`src/rtl/sr_flag_arbiter_pkg.sv`:
```
// Shared types and constants for the sr_ff flag-bank arbiter.
package sr_flag_arbiter_pkg;

    typedef enum logic [1:0] {
        ST_IDLE   = 2'd0,
        ST_DRIVE  = 2'd1,
        ST_VERIFY = 2'd2
    } state_e;

    localparam logic OP_SET   = 1'b1;
    localparam logic OP_RESET = 1'b0;

endpackage

```
`src/rtl/sr_flag_arbiter_if.sv`:
```
// Requester-side command bundle: per-requester valid/op/idx with a one-hot ready back.
interface sr_flag_arbiter_if #(
    parameter int NUM_REQ = 4,
    parameter int IDX_W   = 3
);
    logic [NUM_REQ-1:0]       req_valid;
    logic [NUM_REQ-1:0]       req_op;
    logic [NUM_REQ*IDX_W-1:0] req_idx;
    logic [NUM_REQ-1:0]       req_ready;

    modport master (output req_valid, output req_op, output req_idx, input  req_ready);
    modport slave  (input  req_valid, input  req_op, input  req_idx, output req_ready);
endinterface

```
`src/rtl/sr_flag_arbiter_rr_arbiter.sv`:
```
// Combinational round-robin pick: first asserted request at or after ptr, wrapping.
module sr_flag_arbiter_rr_arbiter #(
    parameter int N    = 4,
    parameter int ID_W = $clog2(N)
) (
    input  logic [N-1:0]    req,
    input  logic [ID_W-1:0] ptr,
    output logic [N-1:0]    gnt,
    output logic [ID_W-1:0] gnt_id
);

    logic            found;
    logic [ID_W-1:0] k;
    int              sum;

    always_comb begin
        gnt    = '0;
        gnt_id = '0;
        found  = 1'b0;
        k      = '0;
        sum    = 0;
        for (int off = 0; off < N; off++) begin
            sum = int'(ptr) + off;
            if (sum >= N) sum = sum - N;
            k = ID_W'(sum);
            if (!found && req[k]) begin
                found  = 1'b1;
                gnt[k] = 1'b1;
                gnt_id = k;
            end
        end
    end

endmodule

```
`src/rtl/sr_flag_arbiter.sv`:
```
// Arbitrates SET/RESET commands onto a shared sr_ff bank with a drive/verify sequence.
// state     | meaning
// ST_IDLE   | arbitrating; accepted command loads a one-cycle s/r pulse
// ST_DRIVE  | pulse on s_out/r_out; cleared at the next edge when the sr_ff samples it
// ST_VERIFY | compare flag_q against the op; done/err update at the closing edge
module sr_flag_arbiter
    import sr_flag_arbiter_pkg::*;
#(
    parameter int NUM_REQ   = 4,
    parameter int NUM_FLAGS = 8,
    parameter int IDX_W     = 3
) (
    input  logic                       clk,
    input  logic                       rst_n,
    sr_flag_arbiter_if.slave           req_if,
    output logic [NUM_FLAGS-1:0]       s_out,
    output logic [NUM_FLAGS-1:0]       r_out,
    input  logic [NUM_FLAGS-1:0]       flag_q,
    output logic                       busy,
    output logic                       done,
    output logic [$clog2(NUM_REQ)-1:0] done_gid,
    output logic                       err,
    input  logic                       err_clr,
    output logic [IDX_W-1:0]           err_idx
);

    localparam int GID_W = $clog2(NUM_REQ);

    state_e               state_q, state_d;
    logic [GID_W-1:0]     rr_ptr_q, rr_ptr_d;
    logic [GID_W-1:0]     gid_q, gid_d;
    logic [GID_W-1:0]     done_gid_q, done_gid_d;
    logic                 op_q, op_d;
    logic [IDX_W-1:0]     idx_q, idx_d;
    logic [IDX_W-1:0]     err_idx_q, err_idx_d;
    logic [NUM_FLAGS-1:0] s_q, s_d, r_q, r_d;
    logic                 done_q, done_d;
    logic                 err_q, err_d;

    logic [NUM_REQ-1:0]   gnt;
    logic [GID_W-1:0]     gnt_id;
    logic                 accept;
    logic                 acc_op;
    logic [IDX_W-1:0]     acc_idx;
    logic                 acc_in_range;
    logic                 cmd_in_range;
    logic                 verify_fail;

    sr_flag_arbiter_rr_arbiter #(.N(NUM_REQ), .ID_W(GID_W)) u_arb (
        .req    (req_if.req_valid),
        .ptr    (rr_ptr_q),
        .gnt    (gnt),
        .gnt_id (gnt_id)
    );

    assign req_if.req_ready = (rst_n && state_q == ST_IDLE) ? gnt : '0;
    assign accept           = |(req_if.req_valid & req_if.req_ready);
    assign acc_op           = req_if.req_op[gnt_id];
    assign acc_idx          = req_if.req_idx[int'(gnt_id)*IDX_W +: IDX_W];
    assign acc_in_range     = int'(acc_idx) < NUM_FLAGS;
    assign cmd_in_range     = int'(idx_q) < NUM_FLAGS;
    // Out-of-range commands drove nothing, so they always count as a verify failure.
    assign verify_fail      = !cmd_in_range || (flag_q[idx_q] != op_q);

    always_comb begin
        state_d    = state_q;
        rr_ptr_d   = rr_ptr_q;
        gid_d      = gid_q;
        op_d       = op_q;
        idx_d      = idx_q;
        s_d        = '0;
        r_d        = '0;
        done_d     = 1'b0;
        done_gid_d = done_gid_q;
        err_d      = err_q;
        err_idx_d  = err_idx_q;
        case (state_q)
            ST_IDLE: begin
                if (accept) begin
                    state_d = ST_DRIVE;
                    gid_d   = gnt_id;
                    op_d    = acc_op;
                    idx_d   = acc_idx;
                    if (int'(gnt_id) == NUM_REQ - 1) rr_ptr_d = '0;
                    else                             rr_ptr_d = gnt_id + GID_W'(1);
                    if (acc_in_range) begin
                        s_d[acc_idx] = (acc_op == OP_SET);
                        r_d[acc_idx] = (acc_op == OP_RESET);
                    end
                end
            end
            ST_DRIVE: state_d = ST_VERIFY;
            ST_VERIFY: begin
                state_d    = ST_IDLE;
                done_d     = 1'b1;
                done_gid_d = gid_q;
                if (verify_fail) begin
                    err_d = 1'b1;
                    if (!err_q) err_idx_d = idx_q;
                end
            end
            default: state_d = ST_IDLE;
        endcase
        // Clearing wins over an error reported in the same cycle.
        if (err_clr) begin
            err_d     = 1'b0;
            err_idx_d = '0;
        end
    end

    always_ff @(posedge clk) begin
        if (!rst_n) begin
            state_q    <= ST_IDLE;
            rr_ptr_q   <= '0;
            gid_q      <= '0;
            op_q       <= 1'b0;
            idx_q      <= '0;
            s_q        <= '0;
            r_q        <= '0;
            done_q     <= 1'b0;
            done_gid_q <= '0;
            err_q      <= 1'b0;
            err_idx_q  <= '0;
        end else begin
            state_q    <= state_d;
            rr_ptr_q   <= rr_ptr_d;
            gid_q      <= gid_d;
            op_q       <= op_d;
            idx_q      <= idx_d;
            s_q        <= s_d;
            r_q        <= r_d;
            done_q     <= done_d;
            done_gid_q <= done_gid_d;
            err_q      <= err_d;
            err_idx_q  <= err_idx_d;
        end
    end

    assign s_out    = s_q;
    assign r_out    = r_q;
    assign busy     = (state_q != ST_IDLE);
    assign done     = done_q;
    assign done_gid = done_gid_q;
    assign err      = err_q;
    assign err_idx  = err_idx_q;

endmodule

```
`src/flat_wrapper.sv`:
```
// flat-port wrapper written by rule: the top's interface ports become plain ports
module sr_flag_arbiter_flat import sr_flag_arbiter_pkg::*;
#(
    parameter int NUM_REQ   = 4,
    parameter int NUM_FLAGS = 8,
    parameter int IDX_W     = 3
)
  (clk, rst_n, s_out, r_out, flag_q, busy, done, done_gid, err, err_clr, err_idx, req_if_req_valid, req_if_req_op, req_if_req_idx, req_if_req_ready);
  sr_flag_arbiter_if #(.NUM_REQ(NUM_REQ), .IDX_W(IDX_W)) req_if_i ();
  input  logic clk;
  input  logic rst_n;
  output logic [NUM_FLAGS-1:0] s_out;
  output logic [NUM_FLAGS-1:0] r_out;
  input  logic [NUM_FLAGS-1:0] flag_q;
  output logic busy;
  output logic done;
  output logic [$clog2(NUM_REQ)-1:0] done_gid;
  output logic err;
  input  logic err_clr;
  output logic [IDX_W-1:0] err_idx;
  input wire logic [$bits(req_if_i.req_valid)-1:0] req_if_req_valid;
  input wire logic [$bits(req_if_i.req_op)-1:0] req_if_req_op;
  input wire logic [$bits(req_if_i.req_idx)-1:0] req_if_req_idx;
  output wire logic [$bits(req_if_i.req_ready)-1:0] req_if_req_ready;
  assign req_if_i.req_valid = req_if_req_valid;
  assign req_if_i.req_op = req_if_req_op;
  assign req_if_i.req_idx = req_if_req_idx;
  assign req_if_req_ready = req_if_i.req_ready;
  sr_flag_arbiter #(.NUM_REQ(NUM_REQ), .NUM_FLAGS(NUM_FLAGS), .IDX_W(IDX_W)) u_core (.clk(clk), .rst_n(rst_n), .req_if(req_if_i), .s_out(s_out), .r_out(r_out), .flag_q(flag_q), .busy(busy), .done(done), .done_gid(done_gid), .err(err), .err_clr(err_clr), .err_idx(err_idx));
endmodule
```
`config.mk`:
```
export PLATFORM = sky130hd
export DESIGN_NAME = sr_flag_arbiter_flat
export DESIGN_NICKNAME = d
export VERILOG_FILES = /design/src/rtl/sr_flag_arbiter_pkg.sv /design/src/rtl/sr_flag_arbiter_if.sv /design/src/rtl/sr_flag_arbiter_rr_arbiter.sv /design/src/rtl/sr_flag_arbiter.sv /design/src/flat_wrapper.sv
export SDC_FILE = /design/constraint.sdc
export NUM_CORES = 1
export LEC_CHECK = 0
export BUFFER_PORTS_ARGS = -buffer_cell sky130_fd_sc_hd__buf_2
export CAP_MARGIN = 20
export CORE_ASPECT_RATIO = 0.75
export CORE_MARGIN = 1.5
export CORE_UTILIZATION = 30
export CTS_CLUSTER_DIAMETER = 30
export DETAILED_ROUTE_END_ITERATION = 12
export SLEW_MARGIN = 10
export SYNTH_ARGS = -nofsm -noshare
export SYNTH_HDL_FRONTEND = slang
export SYNTH_SLANG_ARGS = --single-unit
```
`constraint.sdc`:
```
create_clock -name clk -period 3.2 [get_ports clk]
set_input_delay 0.64 -clock clk [delete_from_list [all_inputs] [get_ports clk]]
set_output_delay 0.64 -clock clk [all_outputs]
set_load 0.05 [all_outputs]
```
==> impl_results.md <==
- Clk Latency, worst-skew pair: 270 ps
- Unrepaired setup endpoints after global routing: yes
- Crit path capture type: output pin
- Power Total: 0.00254 W
- Hold Slack: 464 ps
- Crit path arrival time: 2500 ps
- Post-route setup slack: 63.6 ps
- Dpl cell area: between 2000 and 2500 sq um
- P_leak: ~1.2 nW
- Yosys Warn Count: 0
- VDD IR-drop max: 0.484 mV
- Share of layout cells above drive strength 1: 39.0%
- Synth Cell Area: ~1900 sq um
- Total routed wirelength: 4560 um
- Ys async rst share: 0%
- Clock Skew: 2.72 ps
- Post-Synthesis Cells: 201
- Synth Area in Compound Gates: between 10% and 20%
- Post-Syn Nets: 239
- Max FO, Critical Path: 7
- Via density: 4.78
- PwrDens: 1010 nW/um^2
- N_diodes: 0
- Longest Clk Path Bufs: 2
- Final setup viols: 0
- GPL Wtd Cong: approximately 0.86
- Num CTS Buffers: 5
- Die Y: 72.4 um
- Routed via count: 1,687
- Final hold vios: 0
- Largest family of logic cells by synthesized area: multiplexers
- Peak Freq: 0.319 GHz
- Number of synthesized flops with an enable pin: 0
- DR pass1 iterations: 4
- Sequential cell area fraction in the yosys report: 34.3%
- Vias in the first global route: 1,636
- GRT met2 Usage: between 20% and 30%
- Leading area contributor after synthesis: dfxtp_1
- H-tree levels: 2
- Rel. slew slack: 62.7%
- Pre-CTS WS: -61.5 ps
- Syn Area/Cell: 9.58 sq um
- Largest cells by area after synthesis: dfxtp_1 34%, mux2i_1 11%, mux4_2 7.0%
- Met3 Track Usage GR: 4.19%
- Most used routing layer: met1
- Synth-to-layout area growth: 30.2%
- Area of the core: 6260 sq um
- Initial antenna violation count: 0
- Slew @ Worst Pin: 559 ps
- Largest net degree at the start of global routing: 16
- Dpl hpwl: 3540 um
- Final Cell Area: 2510 sq um
- Detail Route Antenna Nets: 0
- Die area: 6910 sq um
- Period Utilization, post-route: 98.0%
- Commonest non-fill, non-tap cell in the layout: buf_2
- Port bufs: 58
- CTS clk-pin slew, worst paths: approximately 60 ps
- I/O Pins: 59
- Die X-Extent: around 96 um
- GRT Overall Usage: 14.2%
- GRT overflow: 0
- Post-synthesis adder-cell area fraction: under 10%
- Initial Utilization: between 30% and 40%
- Simple-Gate Fraction of Synth Area: between 10% and 20%
- Post-Synth XOR/XNOR Area: 0.910%
- Yosys reg bits: 33
- Met1 Usage GRT: 21.4%
- Final Max Tran Viols: 0
- CTS tree: yes
- Post-synthesis mux area share: 22.0%
- CTS Root Cell: clkbuf_8
- Synth top area share: between 30% and 40%
- Crit path time final: 3140 ps
- Starting DRT DRC Count: 76
- Critical path launch point type: flip-flop
- Row count: 25
- Synth Flop Type: dfxtp_1
- WL per Instance: 12.9 um
- WS Path Type: reg2out
- Most frequent cells in the layout: 54 x buf_2, 32 x dfxtp_1, 24 x nor2_1, 21 x mux2i_1, 15 x buf_4
- Clock Sinks: 33
- Worst Hold Class: reg2reg
- Required time worst endpoint: ~2600 ps
- Synth cell types: 42
- DRC viols: 0
- Status: completed
- Global-route wire length before repair: 7800 um
- Max cap viols: 0
- Nets: 309
[per-stage QoR]
| step | util, % | TNS, ps | std cells |
|---|---|---|---|
| floorplan | - | 0 | 201 |
| global placement | 37.7 | 0 | 343 |
| detailed placement | 37.7 | -83.5 | 343 |
| CTS | 39.6 | 0 | 353 |
| global route | 40.1 | -211 | 353 |
| finish | 40.1 | 0 | 353 |
[sequential cells by signal (all words and copies together), names as in the netlist]
register and cells:
u_core.done_gid 2, u_core.err 1, u_core.done 1, u_core.err_idx 3, u_core.gid_q 2, u_core.s_out 8, u_core.rr_ptr_q 2, u_core.op_q 1
u_core.state_q 2, u_core.idx_q 3, u_core.r_out 8
[Yosys cell counts, types with 2 or more instances]
master    number
buf_2          4
mux2i_1       22
mux4_2         6
dfxtp_1       33
nand3b_1       4
a221oi_1       2
and3_1         6
inv_1         10
xnor2_1        2
nand3_1        3
a22oi_1        3
o22ai_1        2
a211oi_1       2
nor2b_1        3
nand2b_1       7
buf_6          3
nand2_1       12
nor3_1         5
nor2_1        24
ha_1           7
mux2_2         4
a21oi_1       13
a2111o_1       2
o21a_1         3
clkinv_1       2
[report_power, final]
part / switching (W) / leakage [nW] / internal [W] / total [W]
sequential: 0.0000523 / 0.268 / 0.000501 / 0.000553
combinational: 0.000983 / 0.844 / 0.000716 / 0.00170
clock: 0.000137 / 0.0450 / 0.000150 / 0.000287
[routing by layer]
| layer | vias to the layer above | wire length, um |
|---|---|---|
| met5 | - | 0 |
| met4 | 0 | 25 |
| met3 | 4 | 325 |
| met2 | 58 | 1890 |
| met1 | 765 | 2320 |
| li1 | 860 | - |
[worst max-delay path: stages, from the launching register on]
cell	delay [ps]
dfxtp_1	330
inv_1	80
ha_4	320
mux4_2	560
buf_4	170
nand3b_1	180
a22oi_1	170
a21oi_1	90
nor2b_4	120
buf_4	190
[path summary, 6_finish.rpt]
path | from | end | slack (ps) | cells after the start
worst max-delay path | u_core.rr_ptr_q[1]$_SDFFE_PN0P_ | req_if_req_ready[0] | 60 | 9
worst min-delay path | u_core.state_q[1]$_SDFFE_PN0P_ | u_core.state_q[1]$_SDFFE_PN0P_ | 460 | 1
worst max register to register | u_core.rr_ptr_q[1]$_SDFFE_PN0P_ | u_core.r_out[0]$_SDFF_PN0_ | 200 | 10
worst min register to register | u_core.state_q[1]$_SDFFE_PN0P_ | u_core.state_q[1]$_SDFFE_PN0P_ | 460 | 1
[repair_timing]
| item | 4_1_cts | 5_1_grt |
|---|---|---|
| setup buffers | 2 | 0 |
| gates resized for setup | 6 | 6 |
| pin swaps | 1 | 1 |
| hold buffers | 0 | 0 |
| endpoints found under the setup margin | 4 | 5 |
[cells by family (layout without fill, tap and decap cells)]
family / Yosys count / in the layout
AOI/OAI and AO/OA: 35 / 35
xor gates and xnor gates: 2 / 2
muxes: 33 / 33
DFF: 33 / 33
adders and majority gates: 7 / 7
and+or+nand+nor: 70 / 70
buffers and inverters: 21 / 92
[layout make-up]
cell class / instances / area [sq um]
Inverter: 13 / 50.0
Fill cell: 635 / 3750
Sequential cell: 33 / 662
Tap cell: 81 / 101
Timing Repair Buffer: 71 / 405
Clock inverter: 2 / 10.0
Clock buffer: 6 / 72.6
Multi-Input combinational cell: 147 / 1210
No activity file was read; power rests on OpenSTA's default activity.
